==> config.mk <==
export PLATFORM = sky130hd
export DESIGN_NAME = activation_interp
export DESIGN_NICKNAME = d
export VERILOG_FILES = /design/src/rtl/activation_interp.sv
export SDC_FILE = /design/constraint.sdc
export NUM_CORES = 1
export LEC_CHECK = 0
export CORE_MARGIN = 5
export CORE_UTILIZATION = 35
export DETAILED_ROUTE_END_ITERATION = 16
export PLACE_DENSITY = 0.6
export SYNTH_ARGS = -nofsm -noshare
export SYNTH_HDL_FRONTEND = slang
export SYNTH_SLANG_ARGS = --single-unit
==> constraint.sdc <==
create_clock -name clk -period 8.8 [get_ports clk]
set_input_delay 1.76 -clock clk [delete_from_list [all_inputs] [get_ports clk]]
set_output_delay 1.76 -clock clk [all_outputs]
set_load 0.03 [all_outputs]
==> src/rtl/activation_interp.sv <==
// rtl/activation_interp.sv - three-stage piecewise-linear activation interpolator
// LUT address from S0, slope capture in S1, multiply/shift/saturate into the output register in S2.
module activation_interp #(
    parameter int IN_W   = 12,
    parameter int ADDR_W = 4,
    parameter int FRAC_W = 8,
    parameter int DATA_W = 8
) (
    input  logic              clk,
    input  logic              rst,
    input  logic              in_valid,
    output logic              in_ready,
    input  logic [IN_W-1:0]   in_data,
    output logic [ADDR_W-1:0] lut_addr,
    input  logic [DATA_W-1:0] lut_base,
    input  logic [DATA_W-1:0] lut_next,
    output logic              out_valid,
    input  logic              out_ready,
    output logic [DATA_W-1:0] out_data
);

    localparam int PROD_W = DATA_W + FRAC_W + 2;
    localparam logic [ADDR_W-1:0] POS_END = ADDR_W'((1 << (ADDR_W - 1)) - 1);
    localparam logic signed [PROD_W-1:0] SAT_MAX = PROD_W'((1 << (DATA_W - 1)) - 1);
    localparam logic signed [PROD_W-1:0] SAT_MIN = PROD_W'(-(1 << (DATA_W - 1)));

    logic                     v0_q, v0_d, v1_q, v1_d, v2_q, v2_d;
    logic [ADDR_W-1:0]        addr_q, addr_d;
    logic [FRAC_W-1:0]        frac0_q, frac0_d, frac1_q, frac1_d;
    logic signed [DATA_W-1:0] base_q, base_d;
    logic signed [DATA_W:0]   diff_q, diff_d;
    logic [DATA_W-1:0]        out_q, out_d;

    logic                     advance;
    logic signed [DATA_W:0]   diff_raw;
    logic signed [PROD_W-1:0] prod, sum;
    logic [DATA_W-1:0]        sat;

    always_comb begin
        advance  = !v2_q || out_ready;
        diff_raw = {lut_next[DATA_W-1], lut_next} - {lut_base[DATA_W-1], lut_base};

        prod = $signed(PROD_W'(diff_q)) * $signed(PROD_W'({1'b0, frac1_q}));
        sum  = $signed(PROD_W'(base_q)) + (prod >>> FRAC_W);
        if (sum > SAT_MAX) begin
            sat = SAT_MAX[DATA_W-1:0];
        end else if (sum < SAT_MIN) begin
            sat = SAT_MIN[DATA_W-1:0];
        end else begin
            sat = sum[DATA_W-1:0];
        end

        v0_d    = v0_q;
        addr_d  = addr_q;
        frac0_d = frac0_q;
        v1_d    = v1_q;
        base_d  = base_q;
        diff_d  = diff_q;
        frac1_d = frac1_q;
        v2_d    = v2_q;
        out_d   = out_q;

        if (advance) begin
            v0_d    = in_valid;
            addr_d  = in_data[IN_W-1 -: ADDR_W];
            frac0_d = in_data[FRAC_W-1:0];
            v1_d    = v0_q;
            base_d  = $signed(lut_base);
            // Top positive segment would otherwise slope toward the most negative entry.
            diff_d  = (addr_q == POS_END) ? '0 : diff_raw;
            frac1_d = frac0_q;
            v2_d    = v1_q;
            out_d   = sat;
        end
    end

    always_ff @(posedge clk or negedge rst) begin
        if (!rst) begin
            v0_q    <= 1'b0;
            addr_q  <= '0;
            frac0_q <= '0;
            v1_q    <= 1'b0;
            base_q  <= '0;
            diff_q  <= '0;
            frac1_q <= '0;
            v2_q    <= 1'b0;
            out_q   <= '0;
        end else begin
            v0_q    <= v0_d;
            addr_q  <= addr_d;
            frac0_q <= frac0_d;
            v1_q    <= v1_d;
            base_q  <= base_d;
            diff_q  <= diff_d;
            frac1_q <= frac1_d;
            v2_q    <= v2_d;
            out_q   <= out_d;
        end
    end

    assign in_ready  = advance;
    assign lut_addr  = addr_q;
    assign out_valid = v2_q;
    assign out_data  = out_q;

endmodule

==> results_dict.tcl, run 1 <==
set metrics [dict create \
    grt_start_max_net_pins 62 \
    post_cts_buffers 0 \
    nets 782 \
    synth_nets 749 \
    cts_max_level 2 \
    yosysTopAreaCell "fa_1" \
    clk_pin_slew_worst_paths_ps 60 \
    yosysMostFrequentCell "nand2_1" \
    cts_sinks 48 \
    endpoint_kind "flop" \
    worstRegToRegCells 24 \
    critPathRequiredTime_ps 8980 \
    numCtsBuffers 5 \
    grt_pass1_wl_microns 20500 \
    fillers 1509 \
    dr_wl_met2_microns 5720 \
    min_path_type "flop to flop" \
    fin_skew_ps 2.63 \
    die_h_microns 133 \
    core_area_sq_um 15000 \
    max_freq_mhz 147 \
    fp-row-count 45 \
    clk_path_buf_depth 2 \
    vias_per_cell 4.83 \
    async_flop_share_pct 100 \
    critical-path-top-delay-family "adder cells" \
    cp.depth 24 \
    wl_microns 11500 \
    multi_input_area_sq_um 3670 \
    final_cells 826 \
    dr.first_iter.drc_count 123 \
    grt_usage_pct 13.8 \
    fp.dieArea_sq_um 17700 \
    synth_flop_cell "dfrtp_1" \
    antenna_found_initial 0 \
    synth_edf_count 0 \
    drt_pre_antenna_iters 5 \
    setup_viol 0 \
    dr_wl_met3_microns 277 \
    synth.yosys.seq_area_share_pct 22.7 \
    via_count 3987 \
    slew_violations 0 \
    place_area_sq_um 5920 \
    crit_buf_inv 4 \
    hold_viol_final 0 \
    synth.area.top_cells "fa_1, dfrtp_1, ha_1" \
    status "finished clean" \
    ioPinCount 46 \
    post_cts_resized 0 \
    start_util_pct 35.2 \
    worst_pin_slew_ps 1070 \
    final_area_sq_um 6070 \
    dpl.cell_count 818 \
    synth.avg_cell_area_sq_um 8.77 \
    ff_latch_area_sq_um 1200 \
    top_layer "met4" \
    cp_max_fo 10 \
    ys_ff_latch 48 \
    drt-met1-wl_microns 5340 \
    arrival_ps 7000 \
    drv_cap 0 \
    synth_area_sq_um 5300 \
    hpwl_microns 9480 \
    grt_overflow_total 0 \
    synth_top_area_share_pct 23.1 \
    die_x_microns 133 \
    ctsRootBufferMaster "clkbuf_16" \
    io_buffer_count 45 \
    cp_cell_sequence "and2_1 > fa_1 > inv_1 > fa_1 > inv_1 > fa_1 > inv_1 > fa_1 > inv_1 > ha_1 > a21o_1 > a21oi_1 > a21oi_1 > or3_1 > a31oi_1 > xnor2_1 > ha_1 > and3b_1 > a21oi_1 > nand3_1 > nor4b_2 > a21boi_2 > nor2_1 > o31ai_1" \
    area_delta_synth_final_pct 14.6 \
    cp_slowest_cell "fa_1" \
    synth_cells 604 \
    hold_depth 2 \
    fin_crit_ps 6820 \
    hold_buffers 0 \
    wire_per_inst_microns 14.0 \
    insertion_delay_ps 280 \
    diodes 0 \
    cts_tree "done" \
    slew_headroom_pct 28.5 \
    cp_slowest_stage_delay_ps 640 \
    critPathKind "flop to flop" \
    synth_top_cells_by_count "nand2_1, inv_1, fa_1, ha_1, dfrtp_1" \
    cp-start-kind "flop" \
    layout-drive-gt1-share_pct 2.82 \
    ys_warn_count 0 \
    rsz0062_at_grt "no" \
    yosysUniqueCellTypes 52 \
    drc 0 \
    timing.final.crit_share_pct 77.5 \
    setup_tns_ps 0 \
    routabilityCongestion 0.831 \
    grt_pass1_vias 4289 \
    ant_nets 0 \
]
-- path summary, 6_finish.rpt --
check	start	end	slack [ps]
min in group asynchronous	rst	v0_q$_DFFE_PN0P_	1680
max reg2reg	frac1_q[1]$_DFFE_PN0P_	out_data[4]$_DFFE_PN0P_	1980
min	v1_q$_DFFE_PN0P_	v1_q$_DFFE_PN0P_	470
max	frac1_q[1]$_DFFE_PN0P_	out_data[4]$_DFFE_PN0P_	1980
min reg2reg	v1_q$_DFFE_PN0P_	v1_q$_DFFE_PN0P_	470
max in group asynchronous	rst	frac1_q[2]$_DFFE_PN0P_	6460
-- area by class of cell --
| class | instances | area share, % |
|---|---|---|
| Multi-Input combinational cell | 442 | 60.5 |
| Sequential cell | 48 | 19.8 |
| Timing Repair Buffer | 47 | 7.59 |
| Inverter | 93 | 5.75 |
| Tap cell | 188 | 3.88 |
| Clock buffer | 7 | 2.35 |
| Clock inverter | 1 | 0.124 |
-- state kept, by name, indices dropped and copies added (netlist names) --
signal and flops:
frac0_q 8, out_valid 1, diff_q 9, v1_q 1, base_q 8, v0_q 1, frac1_q 8, out_data 8
lut_addr 4
-- through the flow --
step | worst slack [ps] | hold WS (ps) | util, %
2_1_floorplan | 2500 | 430 | -
3_3_place_gp | 2150 | 443 | 39.4
3_5_place_dp | 1990 | 454 | 39.4
4_1_cts | 1950 | 469 | 40.3
5_1_grt | 1440 | 489 | 40.3
6_report | 1980 | 465 | 40.3
-- cells in the final DEF, fill, tap and decap left out, types with 2 or more instances in the layout --
master           instances
nand2b_1                 4
clkbuf_16                5
a31oi_1                  3
nor3_1                   8
fa_1                    61
o31ai_1                 10
and2_1                  41
nand3_1                  8
o21ai_0                 23
and3_1                   4
nor2_1                  19
a32oi_1                  2
dfrtp_1                 48
nand2_1                125
ha_1                    52
or2_2                    2
xnor2_1                 15
inv_1                   92
o21a_1                   5
a21oi_1                 10
nor2b_1                  5
a21o_1                   8
a211oi_1                 2
clkdlybuf4s50_1         44
or3_1                    3
nand4_1                  2
nand3b_1                 2
xor2_1                   5
nor2b_4                  2
buf_4                    2
-- kinds of logic (layout without fill, tap and decap cells) --
logic type | after synthesis | after routing | synth area share, %
compound gates | 75 | 75 | 9.36
buf+inv | 114 | 148 | 8.15
simple gates | 233 | 233 | 21.0
xor+xnor | 20 | 20 | 3.31
mux | 1 | 1 | 0.189
flops | 48 | 48 | 22.7
fa+ha+maj | 113 | 113 | 35.3
-- worst min-delay path, delay by kind of cell, from the launching register on --
kind             cells  cell delay, ps
DFF                  1             340
and+or+nand+nor      2             100
-- layer usage --
metal	global-route usage [%]	up-vias
met2	23.7	58
met1	18.7	1951
li1	-	1964
met4	2.83	0
met3	2.05	14
met5	0	-
Power of run 1 is not shown: default switching activity piles up to over one toggle a cycle in this logic, so the estimate is an artifact.
==> run 2: changes to the inputs <==
==> constraint.sdc (replaced) <==
create_clock -name clk -period 6.7 [get_ports clk]
set_input_delay 1.34 -clock clk [delete_from_list [all_inputs] [get_ports clk]]
set_output_delay 1.34 -clock clk [all_outputs]
set_load 0.03 [all_outputs]
==> results_dict.tcl, run 2 (same netlist as run 1, synthesis figures left out) <==
set metrics [dict create \
    hold_end "v1_q$_DFFE_PN0P_" \
    worstRegToRegCells 24 \
    timing.final.crit_share_pct 95.6 \
    max_freq_mhz 156 \
    grt_overflow_total 0 \
    setup_viol 0 \
    status "finished clean" \
    cts_tree "done" \
    drv_cap 0 \
    top_register "diff_q" \
    place_ws_ps 20.7 \
    drc 0 \
    fin_crit_ps 6400 \
    ioPinCount 46 \
    wl_microns 12300 \
    ctsRootBufferMaster "clkbuf_16" \
    final_common_cell "nand2_1" \
    antenna_found_initial 0 \
    nets 801 \
    core_area_sq_um 15000 \
    grt_usage_pct 14.2 \
    fp.dieArea_sq_um 17700 \
    critPathRequiredTime_ps 6850 \
    fin_skew_ps 5.08 \
    final_cell_mix "nand2_1, inv_1, fa_1" \
    hold_depth 2 \
    cp-start-kind "flop" \
    cpMostUsedCell "fa_1" \
    hold_ws_ps 457 \
    wire_per_inst_microns 14.5 \
    dr.first_iter.drc_count 147 \
    clk_pin_slew_worst_paths_ps 70 \
    io_buffer_count 45 \
    cp_max_fo 7 \
    layout_setup_ws_ps 296 \
    die_h_microns 133 \
    critPathKind "flop to flop" \
    worst_pin_slew_ps 1070 \
    grt_pass1_wl_microns 21000 \
    largest_register_ffs 9 \
    cts_max_level 2 \
    min_from "v1_q$_DFFE_PN0P_" \
    hold_viol_final 0 \
    arrival_ps 6550 \
    ant_nets 0 \
    critPathLaunch "diff_q[8]$_DFFE_PN0P_" \
    hpwl_microns 9970 \
    vias_per_cell 4.80 \
    diodes 0 \
    drt_pre_antenna_iters 4 \
    routabilityCongestion 0.888 \
    cp_cell_sequence "clkbuf_2 > and2_1 > fa_1 > inv_2 > fa_1 > inv_1 > fa_1 > inv_1 > fa_1 > inv_1 > ha_1 > a21o_1 > a21o_1 > or3_1 > a31oi_4 > xnor2_2 > ha_2 > nor3b_1 > nor3_2 > or4b_1 > a32oi_2 > a21boi_4 > nor2_1 > o31ai_2" \
    fp-row-count 45 \
    start_util_pct 35.2 \
    slew_violations 0 \
    die_x_microns 133 \
    min_path_type "flop to flop" \
    post-route-util_pct 42.0 \
    r2r_slack_ps 300 \
    numCtsBuffers 5 \
    layout-drive-gt1-share_pct 8.22 \
    cts_sinks 48 \
    insertion_delay_ps 280 \
    r2r-start "diff_q[8]$_DFFE_PN0P_" \
    grt_pass1_vias 4273 \
    r2r-end "out_data[3]$_DFFE_PN0P_" \
    via_count 4055 \
    slew_headroom_pct 28.8 \
    clk_path_buf_depth 2 \
    endpoint_kind "flop" \
    cp_slowest_cell "fa_1" \
    area_delta_synth_final_pct 19.2 \
    grt_start_max_net_pins 61 \
    cp_slowest_stage_delay_ps 580 \
    rsz0062_at_grt "yes" \
]
run 2: final cells by class:
class	count	area, sq um
fillers	1463	8720
multi-input cells	442	3750
flip-flops and latches	48	1210
repair buffers	66	598
inverters	93	349
well taps	188	235
clock buffers	5	125
clock inverters	3	42.5
run 2: worst max-delay path by stage:
stage / cells past startpoint / slack, ps / end
5_1_grt: 25 / -20 / out_data[4]$_DFFE_PN0P_
3_3_place_gp: 24 / 200 / out_data[1]$_DFFE_PN0P_
3_5_place_dp: 24 / 20 / out_data[5]$_DFFE_PN0P_
2_1_floorplan: 25 / 400 / out_data[1]$_DFFE_PN0P_
6_report: 24 / 300 / out_data[3]$_DFFE_PN0P_
4_1_cts: 24 / 3 / out_data[5]$_DFFE_PN0P_
run 2: repair_timing:
item	in CTS	in global routing
gates resized for setup	0	22
hold buffers	0	0
buffers inserted	0	9
setup endpoints to repair	0	7
run 2: per-stage QoR:
step | TNS, ps | instances | area [sq um]
floorplan | 0 | 604 | 5300
global placement | 0 | 828 | 5990
detailed placement | 0 | 828 | 5990
CTS | 0 | 836 | 6160
global route | -86.6 | 845 | 6310
finish | 0 | 845 | 6310
run 2: metal layers:
metal  up-vias  share of wire (%)  track usage (%)
met5         -                  0                0
met4         0                1.8             2.94
met3        15                2.6             2.32
met2        55                 49             24.1
met1      1978                 46             19.3
li1       2007                  -                -
run 2: critical path, delay by kind of cell, from the launching register on:
| family | cells | cell delay, ps |
|---|---|---|
| AO/OA/AOI/OAI | 6 | 1040 |
| XOR/XNOR | 1 | 150 |
| adder cells (fa/ha/maj) | 6 | 2820 |
| buffers and inverters | 5 | 380 |
| flip-flops | 1 | 440 |
| AND/OR/NAND/NOR | 6 | 1430 |
Power of run 2 is left out for the same reason.
==> run 3: changes to the inputs <==
--- a/config.mk
+++ b/config.mk
@@ -7,6 +7,7 @@
 export LEC_CHECK = 0
 export CORE_MARGIN = 5
 export CORE_UTILIZATION = 35
+export CTS_BUF_LIST = sky130_fd_sc_hd__clkbuf_4
 export DETAILED_ROUTE_END_ITERATION = 16
 export PLACE_DENSITY = 0.6
 export SYNTH_ARGS = -nofsm -noshare
==> results_dict.tcl, run 3 (same netlist as run 1, synthesis figures left out) <==
set metrics [dict create \
    status "finished clean" \
    dr.first_iter.drc_count 165 \
    place_ws_ps 20.7 \
    fp.dieArea_sq_um 17700 \
    final_cell_mix "nand2_1, inv_1, fa_1" \
    final_area_sq_um 6290 \
    io_buffer_count 45 \
    grt_start_max_net_pins 61 \
    cts_sinks 48 \
    die_h_microns 133 \
    slew_headroom_pct 28.9 \
    start_util_pct 35.2 \
    cts_max_level 2 \
    die_x_microns 133 \
    insertion_delay_ps 360 \
    core_area_sq_um 15000 \
    fin_crit_ps 6350 \
    area_delta_synth_final_pct 18.8 \
    grt_pass1_wl_microns 20900 \
    slew_violations 0 \
    grt_pass1_vias 4240 \
    routabilityCongestion 0.888 \
    antenna_found_initial 0 \
    vias_per_cell 4.81 \
    final_cells 848 \
    cts_tree "done" \
    fp-row-count 45 \
    grt_usage_pct 14.1 \
    ant_nets 0 \
    cp-start-kind "flop" \
    layout-drive-gt1-share_pct 9.70 \
    layout_setup_ws_ps 354 \
    clk_pin_slew_worst_paths_ps 140 \
    critPathKind "flop to flop" \
    drt_pre_antenna_iters 4 \
    grt_overflow_total 0 \
    min_path_type "flop to flop" \
    cp_max_fo 7 \
    ioPinCount 46 \
    wire_per_inst_microns 14.5 \
    via_count 4076 \
    wl_microns 12300 \
    endpoint_kind "flop" \
    hold_buffers 0 \
    hold_ws_ps 474 \
    worst_pin_slew_ps 1070 \
    setup_viol 0 \
    place_area_sq_um 5990 \
    ctsRootBufferMaster "clkbuf_4" \
    diodes 0 \
    timing.final.crit_share_pct 94.7 \
    clk_path_buf_depth 2 \
    hold_viol_final 0 \
    drv_cap 0 \
    max_freq_mhz 158 \
    numCtsBuffers 5 \
    largest_register_ffs 9 \
    drc 0 \
    hpwl_microns 9970 \
    top_register "diff_q" \
    fin_skew_ps 5.83 \
    arrival_ps 6620 \
    final_common_cell "nand2_1" \
    dpl.cell_count 828 \
    critPathRequiredTime_ps 6980 \
    nets 804 \
]
==> run 3: layout make-up <==
cell class	instances	area [sq um]
Clock buffer	5	37.5
Clock inverter	3	42.5
Fill cell	1463	8740
Inverter	93	349
Multi-Input combinational cell	442	3790
Sequential cell	48	1210
Tap cell	188	235
Timing Repair Buffer	69	623
==> run 3: worst max-delay path, stage by stage (launching register included) <==
cell	delay (ps)
dfrtp_2	480
nand2_1	130
inv_1	90
fa_1	530
inv_2	80
fa_1	550
inv_1	50
fa_1	480
inv_1	50
fa_1	520
inv_1	40
ha_1	320
a21o_1	210
a21oi_4	180
a21oi_2	90
or3_1	390
a31oi_4	210
xnor2_2	120
ha_1	330
and3b_1	210
a21oi_1	150
nand3_1	130
nor4b_4	310
a21boi_4	310
nor2_1	90
o31ai_2	200
==> run 3: stage by stage <==
step / TNS, ps / util [%]
after floorplan: 0 / -
after global placement: 0 / 39.9
after detailed placement: 0 / 39.9
after CTS: 0 / 40.4
after global routing: -54.7 / 41.8
final: 0 / 41.8
==> run 3: worst paths after layout <==
check,cells after the start,end,slack [ps],start
setup reg to reg,25,out_data[0]$_DFFE_PN0P_,350,frac1_q[0]$_DFFE_PN0P_
hold reg to reg,2,v1_q$_DFFE_PN0P_,470,v1_q$_DFFE_PN0P_
min in group asynchronous,1,out_valid$_DFFE_PN0P_,1160,rst
max in group asynchronous,1,frac1_q[5]$_DFFE_PN0P_,4820,rst
hold / removal,2,v1_q$_DFFE_PN0P_,470,v1_q$_DFFE_PN0P_
setup / recovery,25,out_data[0]$_DFFE_PN0P_,350,frac1_q[0]$_DFFE_PN0P_
==> run 3: layer usage <==
metal  wire, microns  global-route usage, %
met1            5700                   19.5
met2            6070                   23.5
met3             325                   2.13
met4             226                   3.18
met5               0                      0
==> run 3: repair_timing <==
action / in CTS / in global routing
buffers inserted: 0 / 12
endpoints found under the setup margin: 0 / 7
resized for setup: 0 / 30
Power of run 3 is left out for the same reason.
